### src/rtl/region_vote_smoother.sv
`default_nettype none
// +--------------------------------------------------------------------------+
// | region_vote_smoother                                                     |
// | Per-frame region voting on the object centroid over a WINDOW-frame       |
// | window; issues a one-hot region decision plus an update pulse.           |
// | Revision: 1.0                                                            |
// +--------------------------------------------------------------------------+
module region_vote_smoother #(
    parameter int XW        = 10,
    parameter int X_MAX     = 640,
    parameter int N_REGIONS = 4,
    parameter int WINDOW    = 10,
    parameter int THRESH    = 7,
    parameter int MODE      = 0,
    parameter int HOLD      = 1,
    parameter int CW        = $clog2(WINDOW + 1),
    localparam int IW       = (N_REGIONS > 1) ? $clog2(N_REGIONS) : 1
) (
    input  logic                 PCLK,
    input  logic                 reset,
    input  logic                 VSYNC,
    input  logic                 centro_valid,
    input  logic [XW-1:0]        centroX,
    output logic                 en,
    output logic [N_REGIONS-1:0] green_region,
    output logic [IW-1:0]        region_idx,
    output logic                 region_valid
);

    localparam int REGION_W = X_MAX / N_REGIONS;
    localparam int WCW      = $clog2(WINDOW);

    logic                 r_vsync_q;
    logic                 w_strobe;
    logic [WCW-1:0]       r_win_cnt;
    logic                 w_last;
    logic [CW-1:0]        r_cnt      [N_REGIONS];
    logic [CW-1:0]        w_next_cnt [N_REGIONS];
    logic [N_REGIONS-1:0] w_hit;
    logic [N_REGIONS-1:0] w_q;
    logic [IW-1:0]        w_idx;
    logic [31:0]          w_x;

    assign w_strobe = VSYNC & ~r_vsync_q;
    assign w_last   = (r_win_cnt == WCW'(WINDOW - 1));
    assign w_x      = 32'(centroX);

    generate
        for (genvar gi = 0; gi < N_REGIONS; gi++) begin : g_region
            localparam logic [31:0] c_lo = 32'(gi * REGION_W);

            // Unsigned offset wraps to a huge value below the region start.
            assign w_hit[gi] = centro_valid && (w_x < 32'(X_MAX))
                               && ((w_x - c_lo) < 32'(REGION_W));

            if (MODE == 1) begin : g_cumulative
                assign w_next_cnt[gi] = r_cnt[gi] + CW'(w_hit[gi]);
            end else begin : g_run
                assign w_next_cnt[gi] = w_hit[gi] ? (r_cnt[gi] + CW'(1)) : '0;
            end

            assign w_q[gi] = (32'(w_next_cnt[gi]) >= 32'(THRESH));
        end
    endgenerate

    // THRESH above WINDOW/2 leaves at most one qualifying region.
    always_comb begin
        w_idx = '0;
        for (int i = 0; i < N_REGIONS; i++) begin
            if (w_q[i]) begin
                w_idx = IW'(i);
            end
        end
    end

    always_ff @(posedge PCLK) begin
        if (reset) begin
            r_vsync_q    <= 1'b0;
            r_win_cnt    <= '0;
            for (int i = 0; i < N_REGIONS; i++) begin
                r_cnt[i] <= '0;
            end
            en           <= 1'b0;
            green_region <= '0;
            region_idx   <= '0;
            region_valid <= 1'b0;
        end else begin
            r_vsync_q <= VSYNC;
            en        <= 1'b0;
            if (w_strobe) begin
                if (w_last) begin
                    r_win_cnt <= '0;
                    for (int i = 0; i < N_REGIONS; i++) begin
                        r_cnt[i] <= '0;
                    end
                    en <= 1'b1;
                    if (|w_q) begin
                        green_region <= w_q;
                        region_idx   <= w_idx;
                        region_valid <= 1'b1;
                    end else if (HOLD == 0) begin
                        green_region <= '0;
                        region_idx   <= '0;
                        region_valid <= 1'b0;
                    end
                end else begin
                    r_win_cnt <= r_win_cnt + WCW'(1);
                    for (int i = 0; i < N_REGIONS; i++) begin
                        r_cnt[i] <= w_next_cnt[i];
                    end
                end
            end
        end
    end

endmodule
`default_nettype wire

### config.mk
export PLATFORM = sky130hd
export DESIGN_NAME = region_vote_smoother
export DESIGN_NICKNAME = d
export VERILOG_FILES = /design/src/rtl/region_vote_smoother.sv
export SDC_FILE = /design/constraint.sdc
export NUM_CORES = 1
export LEC_CHECK = 0
export CAP_MARGIN = 20
export CELL_PAD_IN_SITES_DETAIL_PLACEMENT = 1
export CELL_PAD_IN_SITES_GLOBAL_PLACEMENT = 1
export CORE_ASPECT_RATIO = 2
export CORE_MARGIN = 1.5
export CORE_UTILIZATION = 43
export CTS_BUF_LIST = sky130_fd_sc_hd__clkbuf_8
export DETAILED_ROUTE_END_ITERATION = 12
export HOLD_SLACK_MARGIN = 0.15
export PLACE_DENSITY_LB_ADDON = 0.1
export SLEW_MARGIN = 20
export SYNTH_ARGS = -nofsm -noshare
export SYNTH_HDL_FRONTEND = slang
export SYNTH_SLANG_ARGS = --single-unit
### constraint.sdc
create_clock -name PCLK -period 2.6 [get_ports PCLK]
set_input_delay 0.65 -clock PCLK [delete_from_list [all_inputs] [get_ports PCLK]]
set_output_delay 0.65 -clock PCLK [all_outputs]
set_load 0.005 [all_outputs]
==> results.toml, run 1 <==
[die]
core-area_mm2 = 0.003607
die_h_um = 90.05
die_x_um = 46.53
num_rows = 31
die_area_mm2 = 0.004189
io_pins = 22
initial_core_util_pct = 45.16

[sta]
min_period_over_period_pct = 94.82
tightest_slew_ps = 685.0
maxSlewHeadroom_pct = 53.91
report.final.setup_viol = 0
final-hold-violation-count = 0
period_minus_slack_ps = 2465
finalClockSkew_ps = 7.364
slew_violations = 0
fmax_ghz = 0.4056

[yosys]
async_reset_ff_share_pct = 0
yosys_register_bits = 29
syn_inst = 174
synth_fp_nets = 194
syn_area_per_cell_um2 = 9.362
synth.area.mux_share_pct = 1.306
synth_top_family_by_area = "simple AND/OR/NAND/NOR gates"
synth_compound_area_share_pct = 16.44
ys.flop_type = "dfxtp_1"
synth_seq_area_share_pct = 43.01
ys_top_cells_by_area = "edfxtp_1, dfxtp_1, ha_1, nor2b_1, nor2_1"
synth_edf_count = 12
synth_cell_type_count = 42
synth_warnings = 0
synth.most_common_cell = "nor2_1"
synth_common_cells = "nor2_1, dfxtp_1, edfxtp_1, inv_1, nor2b_1"
synth_top_area_share_pct = 22.12
synth_xor_area_share_pct = 5.376
synth_top_cell_by_area = "edfxtp_1"
synth-simple-area-share_pct = 26.04
synthAdderAreaFrac_pct = 4.608
synth_area_mm2 = 0.001629

[clock_tree]
cts_buffers = 5
h-tree-depth = 2
clk_latency_ps = 280
clock-sinks = 29
post_cts_buffers = 0
cts_root_buffer = "clkbuf_8"
cts_buffer_depth = 2
tritoncts = "built"
holdBufCountCts = 0
clk_pin_slew_ps = 60

[worst_setup_path]
cp-start-kind = "input pin"
critical_path_buf_inv_count = 3
crit_fanout = 6
max_stage_delay_ps = 580
critical_path.cell_chain = "clkdlybuf4s50_1 -> buf_4 -> nor2b_1 -> and2b_2 -> o21a_1 -> a31oi_1 -> a21o_4 -> buf_4 -> a21oi_1"
cpMaxStageDelayCell = "clkdlybuf4s50_1"
criticalPathCategory = "in -> reg"
arrival_ps = 2640
path_depth = 9
r2r_cells = 7
critical_path.most_common_cell = "buf_4"
crit_required_ps = 2770
crit_family = "compound AO/OA/AOI/OAI gates"
cp-end-kind = "flip-flop"

[worst_hold_path]
whs_path_depth = 2
min_path_type = "reg -> reg"

[place]
port_buffers = 16
post_dp_cell_area_mm2 = 0.001971
place_congestion = 0.7757
dp_hpwl_mm = 3.342

[finish]
areaGrowthSynthToFinish_pct = 28.03
nets = 232
fin_area_mm2 = 0.002086
diodes = 0
drive_gt1_share_pct = 15.96
utilization_pct = 57.82

[global_routing]
grt_first_pass_wirelength_mm = 6.941
grt_pass1_vias = 1582
antenna_found_initial = 0
track_usage_pct = 22.83
gr-total-overflow = 0
grt_max_degree = 14

[detailed_routing]
ant_nets = 0
first_pass_iters = 4
viasPerCell = 5.496
wirelength_mm = 4.154
wl_per_cell_um = 15.85
via_count = 1440
remaining_drc_errors = 0
drt_iter0_markers = 10

[power]
max-vdd-ir-drop_mv = 0.4029
total_power_mw = 0.9732
leakage_nw = 0.8185
power_density_mw_per_mm2 = 466.6

[job]
cap_viol_max_count = 0

[outcome]
status = "complete, no violations"
## metrics by stage
stage	setup slack, ps	TNS (ps)	hold WS [ps]	std cells
after CTS	4.578	0	471.6	262
after floorplan	341.9	0	442.1	174
final	134.7	0	462.0	262
after detailed placement	-343.7	-2091	461.1	254
after global routing	-11.24	-11.24	498.6	262
after global placement	-260.4	-1681	434.9	254
## sequential cells by signal, summed over array words and instances, names as in the netlist
signal,cells
r_vsync_q,1
r_cnt,16
green_region,4
r_win_cnt,4
region_valid,1
region_idx,2
en,1
## worst register-to-register path, stage by stage (launching register included)
cell       delay, ps
edfxtp_1         460
ha_1             370
nand3b_1         100
a21oi_1           80
nor4_1           630
nor3_1           140
a2111oi_2        370
a211oi_1          80
## cell type report
type | instances | area (um2)
fillers | 450 | 1521
inverters | 12 | 45.04
clock buffers | 5 | 68.82
repair buffers | 33 | 292.8
flip-flops and latches | 29 | 700.7
multi-input cells | 131 | 903.4
well taps | 49 | 61.31
clock inverters | 3 | 13.76
## kinds of logic after synthesis
logic type	Yosys count
xor gates and xnor gates	10
buffers and inverters	14
adders and majority gates	6
and+or+nand+nor	74
AOI/OAI and AO/OA	39
DFF	29
muxes	2
## per-layer routing
| metal | up-vias | GRT usage [%] | share of wire [%] |
|---|---|---|---|
| met5 | - | 0 | 0 |
| met4 | 0 | 11.90 | 3.2 |
| met3 | 10 | 5.422 | 2.1 |
| met2 | 16 | 42.36 | 62 |
| met1 | 709 | 20.13 | 32 |
| li1 | 705 | - | - |
## path summary, 6_finish.rpt
kind	startpoint	endpoint	slack, ps
max reg2reg	r_cnt[1][0]	region_idx[0]	250
min	region_valid	region_valid	460
min reg2reg	region_valid	region_valid	460
max	centroX[8]	region_valid	130
## what timing repair did
item | CTS | global route
gates resized for setup | 1 | 9
pin swaps | 1 | 2
setup endpoints to repair | 3 | 7
## layout by cell type (no fill, tap or decap), types with 3 or more instances in the layout
cell type	Yosys	routed
clkdlybuf4s50_1	0	14
inv_1	12	13
nand3_1	8	8
nor2_1	18	18
nor3_1	4	4
nor2b_1	11	11
xor2_1	6	6
clkbuf_8	0	5
nand2_1	8	8
and3_1	3	3
a21oi_1	9	8
buf_4	0	17
dfxtp_1	17	17
and2_1	5	5
nor3b_1	4	3
o21a_1	3	3
xnor2_1	4	4
a211oi_1	5	5
edfxtp_1	12	12
a32o_1	3	3
ha_1	6	6
o21ai_0	8	7
## report_power, final
group	switching, mW	internal [mW]	total [mW]
clock	0.170	0.181	0.351
sequential	0.0155	0.488	0.503
combinational	0.0626	0.0564	0.119
Power figures use the tool's default switching activity.
==> inputs of run 2 (changes only) <==
- CORE_UTILIZATION: 43 -> 45
- CTS_CLUSTER_DIAMETER: default -> 120
- GPL_ROUTABILITY_DRIVEN: default -> 0
- clock period: 2.6 -> 3.17 ns (I/O delays scaled with it)
==> run 2 against run 1 <==
Compared with the run above:
- non-clock buffer count is 6 lower
- clock skew about the same
- die area down 4.2%
- critical path type unchanged
- largest cell class unchanged
==> results.toml, run 2 (synthesis results as in run 1) <==
[outcome]
status = "complete, no violations"

[finish]
fin_cells = 255
utilization_pct = 58.90
nets = 226
largest_register_ffs = 16
drive_gt1_share_pct = 12.08
top_regs = "r_cnt: 16 flops, green_region: 4 flops, r_win_cnt: 4 flops"
areaGrowthSynthToFinish_pct = 23.50
final_common_cell = "nor2_1"
largest_register = "r_cnt"
final_cell_mix = "nor2_1, dfxtp_1, clkdlybuf4s50_1"
diodes = 0

[sta]
min_period_over_period_pct = 93.84
slew_violations = 0
rsz0062_at_grt = "no"
tightest_slew_ps = 564.2
final-hold-violation-count = 0
maxSlewHeadroom_pct = 62.04
report.final.setup_viol = 0
period_minus_slack_ps = 2975
finalClockSkew_ps = 7.133
fmax_ghz = 0.3362
fin_ws_ps = 195.2

[detailed_routing]
routed.top_layer = "met4"
wirelength_mm = 3.943
remaining_drc_errors = 0
first_pass_iters = 4
drt_iter0_markers = 11
wl_met2_mm = 2.382
via_count = 1380
wl_per_cell_um = 15.46
dr_wl_met3_um = 65
viasPerCell = 5.412
ant_nets = 0
wl_met1_mm = 1.409

[global_routing]
grt_max_degree = 13
grt_first_pass_wirelength_mm = 6.844
grt_pass1_vias = 1543
track_usage_pct = 23.24
antenna_found_initial = 0
gr-total-overflow = 0

[clock_tree]
cts_buffers = 5
tritoncts = "built"
clk_latency_ps = 290
holdBufCountCts = 0
cts_root_buffer = "clkbuf_8"
clock-sinks = 29
clk_pin_slew_ps = 60
cts_buffer_depth = 2
h-tree-depth = 2

[place]
dp_hpwl_mm = 3.184
port_buffers = 16
preCtsSetupSlack_ps = -80.42
dp_cells = 247

[worst_setup_path]
cpMaxStageDelayCell = "clkdlybuf4s50_1"
max_stage_delay_ps = 480
cp-end-kind = "flip-flop"
critical_path.cell_chain = "clkdlybuf4s50_1 -> inv_1 -> ha_1 -> and2_1 -> o21ai_0 -> a211o_1 -> o21ba_1 -> a2111oi_1 -> buf_4 -> a211oi_1"
critical_path_buf_inv_count = 3
crit_fanout = 3
path_depth = 10
crit_family = "compound AO/OA/AOI/OAI gates"
crit_required_ps = 3340
r2r_cells = 8
cp-start-kind = "input pin"
criticalPathCategory = "in -> reg"
arrival_ps = 3140

[die]
io_pins = 22
num_rows = 30
die_x_um = 45.55
die_area_mm2 = 0.004012
die_h_um = 88.09
initial_core_util_pct = 47.69
core-area_mm2 = 0.003416

[worst_hold_path]
whs_path_depth = 2
min_path_type = "reg -> reg"

[power]
leakage_nw = 0.7612
total_power_mw = 0.8024
p_int_mw = 0.5936
power_density_mw_per_mm2 = 398.8
seq_power_share_pct = 51.4
power_frac_comb_pct = 11.2
switching_share_pct = 26.01
p_switching_mw = 0.2087
max-vdd-ir-drop_mv = 0.3271
pwr-share-clk_pct = 37.4

[job]
cap_viol_max_count = 0
==> run 2: power by group through the flow <==
stage	Clock [mW]	Sequential [mW]	Combinational [mW]
floorplan	0	0.417	0.0526
global placement	0	0.419	0.0851
detailed placement	0	0.421	0.0898
CTS	0.306	0.413	0.0907
global route	0.320	0.414	0.100
finish	0.300	0.413	0.0895
==> run 2: final timing paths <==
kind	startpoint	to	slack [ps]
hold reg to reg	region_valid	region_valid	450
setup / recovery	centroX[5]	region_idx[0]	200
setup reg to reg	r_cnt[1][0]	region_idx[0]	670
hold / removal	region_valid	region_valid	450
==> run 2: area by class of cell <==
type                    count  area, um2
inverters                  12      45.04
clock inverters             3      17.52
multi-input cells         131      877.1
flip-flops and latches     29      700.7
repair buffers             27      242.7
fillers                   396       1404
clock buffers               5      68.82
well taps                  48      60.06
==> run 2: timing repair <==
| action | 4_1_cts | 5_1_grt |
|---|---|---|
| gates resized for setup | 0 | 1 |
| setup buffers | 0 | 0 |
| setup endpoints to repair | 0 | 1 |
==> run 2: metrics by stage <==
step                      TNS, ps  cell area [um2]  hold slack (ps)
after detailed placement   -114.0             1924            440.9
final                           0             2012            448.9
after global routing            0             2012            480.5
after global placement     -87.60             1924            437.0
after CTS                       0             2011            450.7
after floorplan                 0             1629            442.1
==> run 2: metal layers <==
layer / GRT usage [%] / vias up
li1: - / 694
met1: 22.91 / 665
met2: 44.56 / 14
met3: 3.299 / 7
met4: 9.626 / 0
met5: 0 / -
==> run 2: worst register-to-register path: stages, from the launching register on <==
cell	delay [ps]
edfxtp_1	460
ha_1	360
nand3b_1	90
a21oi_1	70
nor4_1	530
nor3_1	120
a2111oi_1	510
buf_4	190
a211oi_1	40
==> inputs of run 3 (changes only) <==
- CORE_ASPECT_RATIO: 2 -> 1.75
- SKIP_CTS_REPAIR_TIMING: default -> 1
==> run 3 against run 2 <==
Compared with the run above:
- register-to-register slack better by 20 ps
- sequential cell count unchanged
- worst setup slack better by 95 ps
- critical path depth down 3
- via count down 0.43%
- fmax up 3.3%
- worst hold slack better by 21 ps
- combinational power down 1%
- final cell count down 3.5%
- count of clock-buffer cells in the layout unchanged
==> results.toml, run 3 (synthesis results as in run 1) <==
[place]
port_buffers = 16
post_dp_cell_area_mm2 = 0.001876
dp_cells = 238
dp_hpwl_mm = 3.053

[job]
cap_viol_max_count = 0

[sta]
final-hold-violation-count = 0
slew_violations = 0
period_minus_slack_ps = 2879
report.final.setup_viol = 0
rsz0062_at_grt = "no"
fin_tns_setup_ps = 0
tightest_slew_ps = 687.3
min_period_over_period_pct = 90.83
fmax_ghz = 0.3473
hold_ws_ps = 469.7
finalClockSkew_ps = 6.584
maxSlewHeadroom_pct = 53.76

[worst_setup_path]
critical_path_buf_inv_count = 1
cp-end-kind = "flip-flop"
crit_family = "compound AO/OA/AOI/OAI gates"
reg2reg_slack_ps = 690
crit_fanout = 7
r2r_cells = 7
crit_required_ps = 3320
criticalPathCategory = "in -> reg"
r2r-start = "r_cnt[1][0]"
max_stage_delay_ps = 560
critical_path.most_common_cell = "a211oi_1"
cp-start-kind = "input pin"
r2r-end = "region_idx[0]"
cpMaxStageDelayCell = "clkdlybuf4s50_1"
arrival_ps = 3030
critical_path.cell_chain = "clkdlybuf4s50_1 -> nor3b_1 -> nand2_1 -> a211oi_1 -> o21ba_1 -> a2111oi_1 -> a211oi_1"

[detailed_routing]
first_pass_iters = 4
ant_nets = 0
wirelength_mm = 4.036
via_count = 1374
viasPerCell = 5.585
remaining_drc_errors = 0
drt_iter0_markers = 14
wl_per_cell_um = 16.41

[clock_tree]
cts_root_buffer = "clkbuf_8"
clk_latency_ps = 290
clock-sinks = 29
tritoncts = "built"
clk_pin_slew_ps = 60
cts_buffers = 5
h-tree-depth = 2
cts_buffer_depth = 2

[power]
max-vdd-ir-drop_mv = 0.4598
p_int_mw = 0.7520
leakage_nw = 0.7552
p_switching_mw = 0.2105
power_frac_comb_pct = 9.2
switching_share_pct = 21.87
seq_power_share_pct = 42.8
pwr-share-clk_pct = 48.0
power_density_mw_per_mm2 = 478.7

[die]
core-area_mm2 = 0.003433
io_pins = 22
die_area_mm2 = 0.004004
initial_core_util_pct = 47.45
die_h_um = 82.60
die_x_um = 48.48
num_rows = 28

[global_routing]
gr-total-overflow = 0
antenna_found_initial = 0
track_usage_pct = 22.55
grt_pass1_vias = 1493
grt_max_degree = 14
grt_first_pass_wirelength_mm = 6.658

[finish]
final_common_cell = "nor2_1"
final_cell_mix = "nor2_1, dfxtp_1, clkdlybuf4s50_1"
largest_register = "r_cnt"
drive_gt1_share_pct = 9.453
fin_area_mm2 = 0.002011
areaGrowthSynthToFinish_pct = 23.43
nets = 220
fill_cells = 426
top_regs = "r_cnt: 16 flops, green_region: 4 flops, r_win_cnt: 4 flops"
fin_cells = 246
diodes = 0
utilization_pct = 58.56
largest_register_ffs = 16

[worst_hold_path]
whs_path_depth = 2
min_path_type = "reg -> reg"
min_to = "region_valid"
hold_start = "region_valid"

[outcome]
status = "complete, no violations"
==> run 3: how the worst max path moves through the flow <==
stage                     from  slack [ps]               to  depth (start not counted)
floorplan           centroX[5]         770  green_region[0]                          8
global route        centroX[5]         120    region_idx[0]                          9
detailed placement  centroX[6]         -90    region_idx[0]                          9
CTS                 centroX[8]         110    region_idx[0]                          7
global placement    centroX[5]          50    region_idx[0]                          9
finish              centroX[8]         290    region_idx[0]                          7
==> run 3: final cells by class <==
class	count	area [um2]	area share, %
timing repair buffer	21	197.7	9.832
multi-input combinational	131	877.1	43.62
clock inverter	3	65.06	3.236
inverter	12	45.04	2.240
clock buffer	5	68.82	3.423
tap	45	56.30	2.800
sequential	29	700.7	34.85
==> run 3: metrics by stage <==
stage	worst slack, ps	total power, mW
6_report	290.6	0.9625
3_3_place_gp	52.32	0.5009
4_1_cts	108.1	0.9712
5_1_grt	118.2	0.9977
2_1_floorplan	769.4	0.4697
3_5_place_dp	-86.38	0.5079
==> run 3: power by group through the flow <==
| stage | sequential (mW) | combinational, mW | clock, mW |
|---|---|---|---|
| 6_report | 0.412 | 0.0883 | 0.462 |
| 5_1_grt | 0.414 | 0.0966 | 0.487 |
| 4_1_cts | 0.412 | 0.0893 | 0.470 |
| 3_5_place_dp | 0.420 | 0.0875 | 0 |
| 3_3_place_gp | 0.419 | 0.0822 | 0 |
| 2_1_floorplan | 0.417 | 0.0526 | 0 |
==> run 3: worst register-to-register path, stage by stage (launching register included) <==
cell,delay [ps]
edfxtp_1,470
ha_1,350
nand3b_1,100
a21oi_1,70
nor4_1,630
nor3_1,120
a2111oi_1,520
a211oi_1,90
==> run 3: per-layer routing <==
metal	global-route usage, %	routed length [um]	vias to the layer above
met1	19.25	1445	665
met3	4.317	94	12
li1	-	-	678
met2	47.22	2346	19
met4	13.71	149	0
met5	0	0	-
